<file path="src/rtl/upc_seg7_if.sv">
// Bus between the UPC checker and its driver: code/mark in, flags and six HEX digit drives out.
interface upc_seg7_if;
    logic [2:0] upc;
    logic       mark;
    logic       discounted;
    logic       stolen;
    logic [6:0] leds1, leds2, leds3, leds4, leds5, leds6;

    modport master (
        output upc, mark,
        input  discounted, stolen, leds1, leds2, leds3, leds4, leds5, leds6
    );
    modport slave (
        input  upc, mark,
        output discounted, stolen, leds1, leds2, leds3, leds4, leds5, leds6
    );
endinterface

</file>
<file path="src/rtl/upc_seg7.sv">
// Registered UPC checker: decodes code/mark into sale/stolen flags and a left-justified
// item name on six active-low 7-segment digits, all through one output register stage.
module upc_seg7 (
    input  logic        clk,
    input  logic        reset,
    upc_seg7_if.slave   bus
);
    // Active-low glyphs, bit order {g,f,e,d,c,b,a}
    localparam logic [6:0] G_S   = 7'h12, G_H = 7'h09, G_O = 7'h40, G_E = 7'h06;
    localparam logic [6:0] G_A   = 7'h08, G_T = 7'h07, G_C = 7'h46, G_B = 7'h03;
    localparam logic [6:0] G_L   = 7'h47, G_R = 7'h2F, G_F = 7'h0E, G_G = 7'h42;
    localparam logic [6:0] G_BLK = 7'h7F;

    typedef struct packed {
        logic                discounted;
        logic                stolen;
        logic [5:0][6:0]     digits;   // [5] = leds6 (HEX5) ... [0] = leds1 (HEX0)
    } out_t;

    localparam out_t OUT_RST = '{discounted: 1'b0, stolen: 1'b0, digits: {6{G_BLK}}};

    out_t out_d, out_q;
    logic expensive;

    always_comb begin
        out_d     = OUT_RST;
        expensive = 1'b0;
        unique case (bus.upc)
            3'b000: begin expensive = 1'b1; out_d.digits = {G_S, G_H, G_O, G_E, G_BLK, G_BLK}; end
            3'b001: begin out_d.discounted = 1'b1; out_d.digits = {G_H, G_A, G_T, G_BLK, G_BLK, G_BLK}; end
            3'b011: begin
                out_d.discounted = 1'b1;
                expensive        = 1'b1;
                out_d.digits     = {G_C, G_O, G_A, G_T, G_BLK, G_BLK};
            end
            3'b100: out_d.digits = {G_B, G_E, G_L, G_T, G_BLK, G_BLK};
            3'b101: begin
                out_d.discounted = 1'b1;
                expensive        = 1'b1;
                out_d.digits     = {G_S, G_C, G_A, G_R, G_F, G_BLK};
            end
            3'b110: begin expensive = 1'b1; out_d.digits = {G_B, G_A, G_G, G_BLK, G_BLK, G_BLK}; end
            default: ;  // unused codes 010/111 stay blank and unflagged
        endcase
        out_d.stolen = expensive & ~bus.mark;
    end

    always_ff @(posedge clk) begin
        if (reset) out_q <= OUT_RST;
        else       out_q <= out_d;
    end

    assign bus.discounted = out_q.discounted;
    assign bus.stolen     = out_q.stolen;
    assign bus.leds6      = out_q.digits[5];
    assign bus.leds5      = out_q.digits[4];
    assign bus.leds4      = out_q.digits[3];
    assign bus.leds3      = out_q.digits[2];
    assign bus.leds2      = out_q.digits[1];
    assign bus.leds1      = out_q.digits[0];
endmodule

</file>
<file path="src/flat_wrapper.sv">
// flat-port wrapper written by rule: the top's interface ports become plain ports
module upc_seg7_flat 
  (clk, reset, bus_upc, bus_mark, bus_discounted, bus_stolen, bus_leds1, bus_leds2, bus_leds3, bus_leds4, bus_leds5, bus_leds6);
  upc_seg7_if bus_i ();
  input  logic clk;
  input  logic reset;
  input wire logic [$bits(bus_i.upc)-1:0] bus_upc;
  input wire logic [$bits(bus_i.mark)-1:0] bus_mark;
  output wire logic [$bits(bus_i.discounted)-1:0] bus_discounted;
  output wire logic [$bits(bus_i.stolen)-1:0] bus_stolen;
  output wire logic [$bits(bus_i.leds1)-1:0] bus_leds1;
  output wire logic [$bits(bus_i.leds2)-1:0] bus_leds2;
  output wire logic [$bits(bus_i.leds3)-1:0] bus_leds3;
  output wire logic [$bits(bus_i.leds4)-1:0] bus_leds4;
  output wire logic [$bits(bus_i.leds5)-1:0] bus_leds5;
  output wire logic [$bits(bus_i.leds6)-1:0] bus_leds6;
  assign bus_i.upc = bus_upc;
  assign bus_i.mark = bus_mark;
  assign bus_discounted = bus_i.discounted;
  assign bus_stolen = bus_i.stolen;
  assign bus_leds1 = bus_i.leds1;
  assign bus_leds2 = bus_i.leds2;
  assign bus_leds3 = bus_i.leds3;
  assign bus_leds4 = bus_i.leds4;
  assign bus_leds5 = bus_i.leds5;
  assign bus_leds6 = bus_i.leds6;
  upc_seg7 u_core (.clk(clk), .reset(reset), .bus(bus_i));
endmodule
</file>
<file path="config.mk">
export PLATFORM = sky130hd
export DESIGN_NAME = upc_seg7_flat
export DESIGN_NICKNAME = d
export VERILOG_FILES = /design/src/rtl/upc_seg7_if.sv /design/src/rtl/upc_seg7.sv /design/src/flat_wrapper.sv
export SDC_FILE = /design/constraint.sdc
export NUM_CORES = 1
export LEC_CHECK = 0
export CORE_MARGIN = 2
export CORE_UTILIZATION = 38
export CTS_CLUSTER_DIAMETER = 40
export DETAILED_ROUTE_END_ITERATION = 8
export GPL_TIMING_DRIVEN = 0
export PLACE_DENSITY = 0.82
export SYNTH_ARGS = -nofsm -noshare
export SYNTH_HDL_FRONTEND = slang
export SYNTH_SLANG_ARGS = --single-unit
</file>
<file path="constraint.sdc">
create_clock -name clk -period 2.65 [get_ports clk]
set_input_delay 0.53 -clock clk [delete_from_list [all_inputs] [get_ports clk]]
set_output_delay 0.53 -clock clk [all_outputs]
set_load 0.005 [all_outputs]
</file>
==> impl_metrics.json <==
{
  "status": "complete, no violations",
  "slew_viol_final": 0,
  "grtUsageTotal_pct": 12.78,
  "cts_tree": "done",
  "post_cts_buffers": 0,
  "crit_type": "flip-flop to output pin",
  "initial_core_util_pct": 40.97,
  "drv_cap": 0,
  "setup_ws_ps": 813.2,
  "wire_per_inst_um": 8.744,
  "synth_area_um2": 812.0,
  "yosys-top-cells-count": "buf_4 (26), dfxtp_1 (18), nand2_1 (8), nor2_1 (7), a21o_1 (6)",
  "dp_worst_setup_slack_ps": 980.6,
  "grt_pass1_vias": 574,
  "vias": 635,
  "detail-route-antenna-nets": 0,
  "p_comb_share_pct": 23.6,
  "p_int_uw": 466.1,
  "cts_buffers": 3,
  "rows": 16,
  "holdBufCountCts": 0,
  "pwr-share-seq_pct": 49.2,
  "die_w_um": 50.23,
  "area_growth_pct": 55.62,
  "yosys.area.top_type": "dfxtp_1",
  "peakVddDrop_mv": 0.2746,
  "port_buffers": 34,
  "fmax_ghz": 0.5444,
  "rsz0062_at_grt": "false",
  "switching_share_pct": 21.92,
  "ys_async_sr_fraction_pct": 0,
  "multiInputGateArea_um2": 257.7,
  "yosysUniqueCellTypes": 22,
  "cts.path.max_buffers": 2,
  "crit_arrival_ps": 1310,
  "required_ps": 2120,
  "cp-end-kind": "output pin",
  "drt-initial-drc-count": 8,
  "cp_max_fo": 5,
  "synth-main-ff-cell": "dfxtp_1",
  "gp_congestion": 0.7046,
  "p_sw_uw": 130.9,
  "drc": 0,
  "fill_cells": 155,
  "yosysWarnings": 0,
  "syn_area_per_cell_um2": 9.228,
  "cts_sinks": 18,
  "ios": 50,
  "finalNetCount": 144,
  "grt_max_degree": 11,
  "antenna_found_initial": 0,
  "die_h_um": 50.23,
  "min_path_type": "primary input to flip-flop",
  "seq_area_um2": 360.3,
  "place_hpwl_um": 1165,
  "powerDensity_nw_per_um2": 472.4,
  "min_period_over_period_pct": 69.31,
  "clkPwrFrac_pct": 27.1,
  "wl_um": 1434,
  "report.final.setup_viol": 0,
  "via_per_inst": 3.872,
  "clk_pin_slew_ps": 90,
  "worst_path_max_delay_cell": "clkdlybuf4s50_1",
  "clockRootBuffer": "clkbuf_4",
  "cts_resized": 0,
  "ys_seq_elements": 18,
  "tns_ps": 0,
  "startpoint_type": "flip-flop",
  "core_area_um2": 1982,
  "layout-drive-gt1-share_pct": 27.74,
  "syn_inst": 88,
  "dieArea_um2": 2523,
  "synth_edf_count": 0,
  "crit_chain": "buf_4 > clkdlybuf4s50_1",
  "grt_pass1_wl_um": 2380,
  "seq_area_frac_synth_pct": 44.38,
  "hold_viol_final": 0,
  "period_minus_slack_ps": 1837,
  "ys_top_cells_by_area": "dfxtp_1 (44%), buf_4 (24%), a21o_1 (5.5%)",
  "h-tree-depth": 1,
  "synth_top_area_share_pct": 44.38,
  "p_leak_nw": 0.5932,
  "firstDrtPassIters": 4,
  "max_stage_delay_ps": 490,
  "grt.overflow.total": 0,
  "diodes": 0,
  "post-route-util_pct": 63.76,
  "yosysMostFrequentCell": "buf_4"
}
==> area by class of cell <==
type                       count  area share, %
sequential                    18          28.51
clock buffer                   4          2.871
multi-input combinational     49          20.40
timing repair buffer          34          26.93
inverter                       2         0.5941
tap                           27          2.673
buffer                        30          18.02
==> routing by layer <==
metal / part of all wire (%) / vias up / GRT usage (%)
met5: 0 / - / 0
met4: 2.2 / 0 / 8.333
met3: 11 / 3 / 4.762
met2: 49 / 36 / 22.81
met1: 38 / 261 / 12.08
li1: - / 335 / -
==> state kept, by name, indices dropped and copies added (netlist names) <==
signal,cells
u_core.bus.leds6,6
u_core.bus.leds3,3
u_core.bus.leds4,3
u_core.bus.leds5,3
u_core.bus.discounted,1
u_core.bus.leds2,1
u_core.bus.stolen,1
==> final timing paths <==
| path | from | to | slack, ps | cells after the start |
|---|---|---|---|---|
| max | u_core.bus.leds6[5] | bus_leds4[5] | 810 | 2 |
| min | bus_upc[2] | u_core.bus.leds2[5] | 460 | 2 |
==> critical path: cells and delay by family (launching register included) <==
family	cells	cell delay (ps)
buf+inv	2	620
flops	1	400
==> kinds of logic (layout without fill, tap and decap cells) <==
family	Yosys count	in the layout	share of synthesized area, %
xor+xnor	1	1	1.079
other cells	1	12	0.4618
compound gates	9	9	7.395
mux	1	1	1.233
simple gates	26	26	16.49
flops	18	18	44.38
buf+inv	32	70	28.97
==> per-stage QoR <==
step                      area [µm²]  power, mW  hold slack [ps]  cells
after global placement          1227     0.4381            757.9    160
final                           1264     0.5970            460.3    164
after CTS                       1264     0.6039            452.8    164
after global routing            1264     0.6264            461.3    164
after detailed placement        1227     0.4416            765.6    160
after floorplan                853.3     0.3734            602.4     99
==> layout by cell type (no fill, tap or decap) <==
cell type / instances
clkbuf_8: 1
xnor2_1: 1
nand2b_4: 1
mux2i_1: 1
clkdlybuf4s50_1: 34
buf_2: 2
dfxtp_1: 18
or2_2: 2
nand2_1: 8
nand2b_1: 1
a21o_1: 6
buf_6: 2
buf_4: 26
o21ai_0: 2
nor2b_1: 1
clkbuf_4: 3
and2_1: 1
and3_1: 1
nand3_1: 1
conb_1: 12
a21oi_1: 1
nor2_1: 7
or3_1: 2
or3b_2: 1
inv_1: 2
==> power by group through the flow <==
stage	Clock, mW	Combinational (mW)	Sequential, mW
6_report	0.162	0.141	0.294
5_1_grt	0.177	0.153	0.297
4_1_cts	0.168	0.142	0.294
3_5_place_dp	0	0.141	0.301
3_3_place_gp	0	0.138	0.300
2_1_floorplan	0	0.0707	0.303
No activity file was read; power rests on OpenSTA's default activity.
